$ cat config.mk
export PLATFORM = sky130hd
export DESIGN_NAME = demux_collect16
export DESIGN_NICKNAME = d
export VERILOG_FILES = /design/src/rtl/mult_pkg.sv /design/src/rtl/decoder4to16.sv /design/src/rtl/demux_collect16.sv
export SDC_FILE = /design/constraint.sdc
export NUM_CORES = 1
export LEC_CHECK = 0
export BUFFER_PORTS_ARGS = -buffer_cell sky130_fd_sc_hd__buf_2
export CORE_UTILIZATION = 51
export CTS_BUF_LIST = sky130_fd_sc_hd__clkbuf_16
export DETAILED_ROUTE_END_ITERATION = 10
export PLACE_DENSITY = 0.84
export SYNTH_ARGS = -nofsm -noshare
export SYNTH_HDL_FRONTEND = slang
export SYNTH_SLANG_ARGS = --single-unit
$ cat constraint.sdc
create_clock -name clk -period 1.7 [get_ports clk]
set_input_delay 0.425 -clock clk [delete_from_list [all_inputs] [get_ports clk]]
set_output_delay 0.425 -clock clk [all_outputs]
set_load 0.02 [all_outputs]
$ cat src/rtl/mult_pkg.sv
// rtl/mult_pkg.sv - shared constants and state encoding for the multiplier datapath
package mult_pkg;

    localparam int COLLECT_WIDTH = 16;
    localparam int COLLECT_SEL_W = 4;

    typedef enum logic {
        ST_COLLECT = 1'b0,
        ST_FULL    = 1'b1
    } collect_state_e;

endpackage

$ cat src/rtl/decoder4to16.sv
// rtl/decoder4to16.sv - lane select plus enable to one-hot write enables
module decoder4to16 #(
    parameter int WIDTH = 16,
    parameter int SEL_W = 4
) (
    input  logic [SEL_W-1:0] sel,
    input  logic             en,
    output logic [WIDTH-1:0] onehot
);

    always_comb begin
        onehot = '0;
        for (int i = 0; i < WIDTH; i++) begin
            onehot[i] = en & (sel == SEL_W'(i));
        end
    end

endmodule

$ cat src/rtl/demux_collect16.sv
// rtl/demux_collect16.sv - serial-to-parallel collector with valid/ready word output
module demux_collect16 import mult_pkg::*; #(
    parameter int WIDTH     = COLLECT_WIDTH,
    parameter int SEL_W     = COLLECT_SEL_W,
    parameter bit MSB_FIRST = 1'b0
) (
    input  logic             clk,
    input  logic             reset,
    input  logic             abort,
    input  logic             in_valid,
    input  logic             in_bit,
    output logic             in_ready,
    output logic             out_valid,
    input  logic             out_ready,
    output logic [WIDTH-1:0] out_word,
    output logic [SEL_W-1:0] lane
);

    collect_state_e   state_q, state_d;
    logic [SEL_W-1:0] count_q, count_d;
    logic [WIDTH-1:0] word_q, word_d;
    logic [WIDTH-1:0] wr_en;
    logic             accept;
    logic             fire;

    assign out_valid = (state_q == ST_FULL);
    assign in_ready  = (state_q == ST_COLLECT) | out_ready;
    assign out_word  = word_q;

    // abort swallows the bit and any pending fire in the same cycle
    assign accept = in_valid & in_ready & ~abort;
    assign fire   = out_valid & out_ready & ~abort;

    assign lane = MSB_FIRST ? (SEL_W'(WIDTH - 1) - count_q) : count_q;

    decoder4to16 #(
        .WIDTH (WIDTH),
        .SEL_W (SEL_W)
    ) u_decoder (
        .sel    (lane),
        .en     (accept),
        .onehot (wr_en)
    );

    always_comb begin
        state_d = state_q;
        count_d = count_q;
        word_d  = word_q;
        if (abort) begin
            state_d = ST_COLLECT;
            count_d = '0;
            word_d  = '0;
        end else begin
            if (accept) begin
                // first bit of a word clears every other lane so nothing stale survives
                if (count_q == '0) begin
                    word_d = wr_en & {WIDTH{in_bit}};
                end else begin
                    word_d = (word_q & ~wr_en) | (wr_en & {WIDTH{in_bit}});
                end
                count_d = count_q + SEL_W'(1);
            end
            case (state_q)
                ST_COLLECT: begin
                    if (accept && (count_q == SEL_W'(WIDTH - 1))) begin
                        state_d = ST_FULL;
                    end
                end
                ST_FULL: begin
                    if (fire) begin
                        state_d = ST_COLLECT;
                    end
                end
                default: state_d = ST_COLLECT;
            endcase
        end
    end

    always_ff @(posedge clk) begin
        if (reset) begin
            state_q <= ST_COLLECT;
            count_q <= '0;
            word_q  <= '0;
        end else begin
            state_q <= state_d;
            count_q <= count_d;
            word_q  <= word_d;
        end
    end

endmodule

==> results.md <==
- The layout overhead on the synthesized area is 18.77%.
- After detailed routing, the average wire length per cell comes to 16.23 um.
- Summing the sequential cell areas from Yosys gives 37.54% of the chip area.
- The final critical path time including I/O delays and setup is 1583 ps.
- The net count of the finished layout is 155.
- The number of antenna diodes in the final layout is 0.
- The critical path endpoint category is a register.
- The last weighted congestion value of the routability-driven placer is 0.8934.
- The number of vias after detailed routing is 1061.
- The post-DP HPWL is 1.868 mm.
- Clock latency on the worst-skew pair, taken at its later pin, is 250 ps.
- The number of buffers inserted by port buffering is 27.
- The master of the slowest instance on the critical path is sky130_fd_sc_hd__dfxtp_1.
- For the final routed database, the setup TNS stands at 0 ps.
- The type of origin of the critical path is a register.
- In this run the horizontal extent of the chip is 48.86 um.
- Based on the critical path, the design can be clocked at up to 0.6317 GHz.
- The height of the die is 48.86 um.
- The largest single stage delay on the critical path is 440 ps.
- Summing all flip-flop and latch instances after layout gives 420.4 um^2.
- After synthesis, the netlist uses 33 different library cells.
- The max-slew violation count came to 0.
- The TritonCTS clock tree is yes.
- The analysis attributes to net switching a power of 0.2180 mW.
- The summed instance area of the synthesized netlist is 1120 um^2.
- The count of nets left with antenna violations after detail routing is 0.
- The power density of the placed cells is 792.6 nW/um^2.
- The total internal power is 0.8362 mW.
- Summed over all layers, the global routing overflow is 0.
- The largest buffer count on any clock path is 2.
- For this run, the number of standard cells in the final layout without fillers is 171.
- The most congested layer reported by global routing is met2.
- The routed design has 2.775 mm of wire.
- At the worst endpoint, the arrival time is 1690 ps.
- The via count of the first global-routing pass was 938.
- The remaining design rule violation count is 0.
- At the pin with the least slew margin, the transition time is 425.6 ps.
- The flow ran to the end, and the final reports show no timing, DRC or antenna violations.
- Of the cells placed in the final design, the portion with a size suffix greater than 1 is 30.56%.
- The synthesized flop and latch total is 21.
- The multi-input combinational cell area is 583.1 um^2.
- At the worst endpoint, the required time is 1810 ps.
- The total leakage power is 0.5035 nW.
- Buffers inserted during clock tree synthesis total 3.
- The met1 usage in global routing is 29.17%.
- The worst setup path is of the register to register kind.
- The die covers 2387 um^2.
- The number of nets in the synthesized netlist is 129.
- The sequential cell fraction of total power is 47.0%.
- The cell count after placement is 166.
- For this run, global-route usage on met2 was measured as 41.67%.
- The number of buffer and inverter instances along the worst setup path is 0.
- The hold violation count in the final report is 0.
- The clock skew after layout is 2.547 ps.
- The first global-routing pass estimated 4.471 mm of wire.
- In this run switching power makes up 20.68% of total power.
- The core box area is 2022 um^2.
- Counting the fill cells in the layout gives 170.
- Of the available clock period, the critical path in the final layout requires 93.11%.
- The average cell area after synthesis is 9.410 um^2.
- In this run the number of H-tree levels came out at 1.
- The largest net degree at the start of global routing is 25.
- CTS saw 21 sinks.
- The cell count after synthesis is 119.
- The worst min-delay path class is register to register.
- The worst vdd rail ir drop is 1055 uV.
- Before antenna repair, the detailed router went through 4 iterations.
- Across every metal layer, demand over resource in global routing totals 24.08%.
- The number of antenna violations at the first check in global routing is 0.
- Measured against its own limit, the worst slew margin works out to 71.56%.
- The register clock-pin slew on the reported worst setup and hold paths is 60 ps.
- The number of warnings reported in the yosys synthesis log is 0.
- Setup violations remaining at the end of the flow were counted as 0.
- After detailed routing, the number of vias per cell comes to 6.205.
- The power share of the clock group is 46.5%.
- The max-capacitance violation count is 0.
- The number of cell rows is 16.
- Pin placement for this block handled 28 I/O pins.
- The critical path's top delay family is compound AO/OA/AOI/OAI gates.
- Walking the worst path, the cells encountered are or2_1 > o41ai_1 > o32ai_1.
- Combinational logic burns 6.5% of the power.
- The largest fanout on the critical path is 13.
- The DRC marker count from the first detailed-route iteration is 57.
- The starting density of the core is 55.38%.
- The cell sitting at the root of the clock tree is a sky130_fd_sc_hd__clkbuf_16.
- Setup repair after global routing left no endpoint under its margin.
- The met3 usage in global routing is 6.231%.
cells in the mapped netlist:
library cell	n	area, um^2
sky130_fd_sc_hd__buf_4	1	7.510
sky130_fd_sc_hd__inv_1	7	26.28
sky130_fd_sc_hd__dfxtp_1	21	420.4
sky130_fd_sc_hd__or3_1	2	12.51
sky130_fd_sc_hd__nand3_1	9	45.04
sky130_fd_sc_hd__o31a_1	1	8.760
sky130_fd_sc_hd__o21ai_1	2	10.01
sky130_fd_sc_hd__o31ai_1	3	22.52
sky130_fd_sc_hd__a31o_1	1	8.760
sky130_fd_sc_hd__mux2i_1	2	20.02
sky130_fd_sc_hd__inv_2	1	3.750
sky130_fd_sc_hd__nand2b_1	2	12.51
sky130_fd_sc_hd__nor3b_1	1	7.510
sky130_fd_sc_hd__nor4_1	3	18.77
sky130_fd_sc_hd__nor2_2	1	6.260
sky130_fd_sc_hd__nand2b_4	1	13.76
sky130_fd_sc_hd__o41ai_1	11	96.34
sky130_fd_sc_hd__or4_1	2	15.01
sky130_fd_sc_hd__clkbuf_1	1	3.750
sky130_fd_sc_hd__o32ai_2	1	16.27
sky130_fd_sc_hd__o32ai_1	11	96.34
sky130_fd_sc_hd__ha_1	4	50.05
sky130_fd_sc_hd__buf_6	4	45.04
sky130_fd_sc_hd__a41oi_1	1	8.760
sky130_fd_sc_hd__nand4_1	1	6.260
sky130_fd_sc_hd__a21oi_1	6	30.03
sky130_fd_sc_hd__or2_1	2	12.51
sky130_fd_sc_hd__nand2_1	7	26.28
sky130_fd_sc_hd__nor2_1	1	3.750
sky130_fd_sc_hd__nor2b_1	1	6.260
sky130_fd_sc_hd__a2111oi_2	1	15.01
sky130_fd_sc_hd__nor2b_4	1	13.76
sky130_fd_sc_hd__buf_2	6	30.03
logic make-up after synthesis:
family	share of synthesized area [%]
AOI/OAI and AO/OA	27.93
and+or+nand+nor	17.88
DFF	37.54
buffers and inverters	10.39
adders and majority gates	4.469
muxes	1.788
per-layer routing:
| metal | vias up | share of wire, % | wire, um |
|---|---|---|---|
| met4 | 0 | 0.83 | 23 |
| met2 | 50 | 50 | 1388 |
| li1 | 515 | - | - |
| met5 | - | 0 | 0 |
| met1 | 494 | 42 | 1160 |
| met3 | 2 | 7.3 | 203 |
tightest hold or removal path, stage by stage, from the launching register on:
cell and delay (ps):
sky130_fd_sc_hd__dfxtp_1 300, sky130_fd_sc_hd__nand2_1 50, sky130_fd_sc_hd__mux2i_1 50
what timing repair did:
item                       in CTS  in global routing
setup endpoints to repair       0                 12
hold buffers                    0                  0
resized for setup               0                  1
buffers inserted                0                  1
power by group through the flow:
stage	logic (mW)	clock network, mW	registers, mW
finish	0.0688	0.490	0.495
global route	0.0738	0.524	0.495
CTS	0.0673	0.504	0.495
detailed placement	0.0667	0	0.506
global placement	0.0641	0	0.506
floorplan	0.0443	0	0.508
stage by stage:
step | power (mW) | hold slack [ps] | cell area, um^2 | utilization [%] | setup slack (ps)
after floorplan | 0.5521 | 531.1 | 1120 | - | 142.1
after global placement | 0.5697 | 444.1 | 1240 | 61.32 | 143.9
after detailed placement | 0.5725 | 448.5 | 1240 | 61.32 | 112.1
after CTS | 1.067 | 456.4 | 1323 | 65.41 | 4.919
after global routing | 1.092 | 479.5 | 1330 | 65.78 | 63.00
final | 1.054 | 455.5 | 1330 | 65.78 | 117.1
layout make-up:
cell class | count | share of cell area [%]
flip-flops and latches | 21 | 31.61
clock inverters | 1 | 0.5644
repair buffers | 33 | 13.55
inverters | 8 | 2.258
multi-input cells | 78 | 43.84
clock buffers | 3 | 5.644
well taps | 27 | 2.540
worst paths after layout:
kind                                            from  endpoint  slack, ps  depth (start not counted)
worst max-delay path            lane[2]$_SDFFE_PP0P_  register        120                          3
worst min-delay path                        register  register        460                          2
worst max register to register  lane[2]$_SDFFE_PP0P_  register        120                          3
worst min register to register              register  register        460                          2
cell usage in the layout, fill, tap and decap left out, types with 2 or more instances in the layout:
cell type | netlist | routed
sky130_fd_sc_hd__a21oi_1 | 6 | 6
sky130_fd_sc_hd__buf_2 | 6 | 27
sky130_fd_sc_hd__buf_4 | 1 | 6
sky130_fd_sc_hd__clkbuf_16 | 0 | 3
sky130_fd_sc_hd__dfxtp_1 | 21 | 21
sky130_fd_sc_hd__ha_1 | 4 | 4
sky130_fd_sc_hd__inv_1 | 7 | 7
sky130_fd_sc_hd__mux2i_1 | 2 | 2
sky130_fd_sc_hd__nand2_1 | 7 | 7
sky130_fd_sc_hd__nand2b_1 | 2 | 2
sky130_fd_sc_hd__nand3_1 | 9 | 9
sky130_fd_sc_hd__nor4_1 | 3 | 3
sky130_fd_sc_hd__o21ai_1 | 2 | 2
sky130_fd_sc_hd__o31ai_1 | 3 | 3
sky130_fd_sc_hd__o32ai_1 | 11 | 11
sky130_fd_sc_hd__o41ai_1 | 11 | 11
sky130_fd_sc_hd__or2_1 | 2 | 2
sky130_fd_sc_hd__or3_1 | 2 | 2
sky130_fd_sc_hd__or4_1 | 2 | 2
Note: power is estimated with default switching activity, not from simulation.
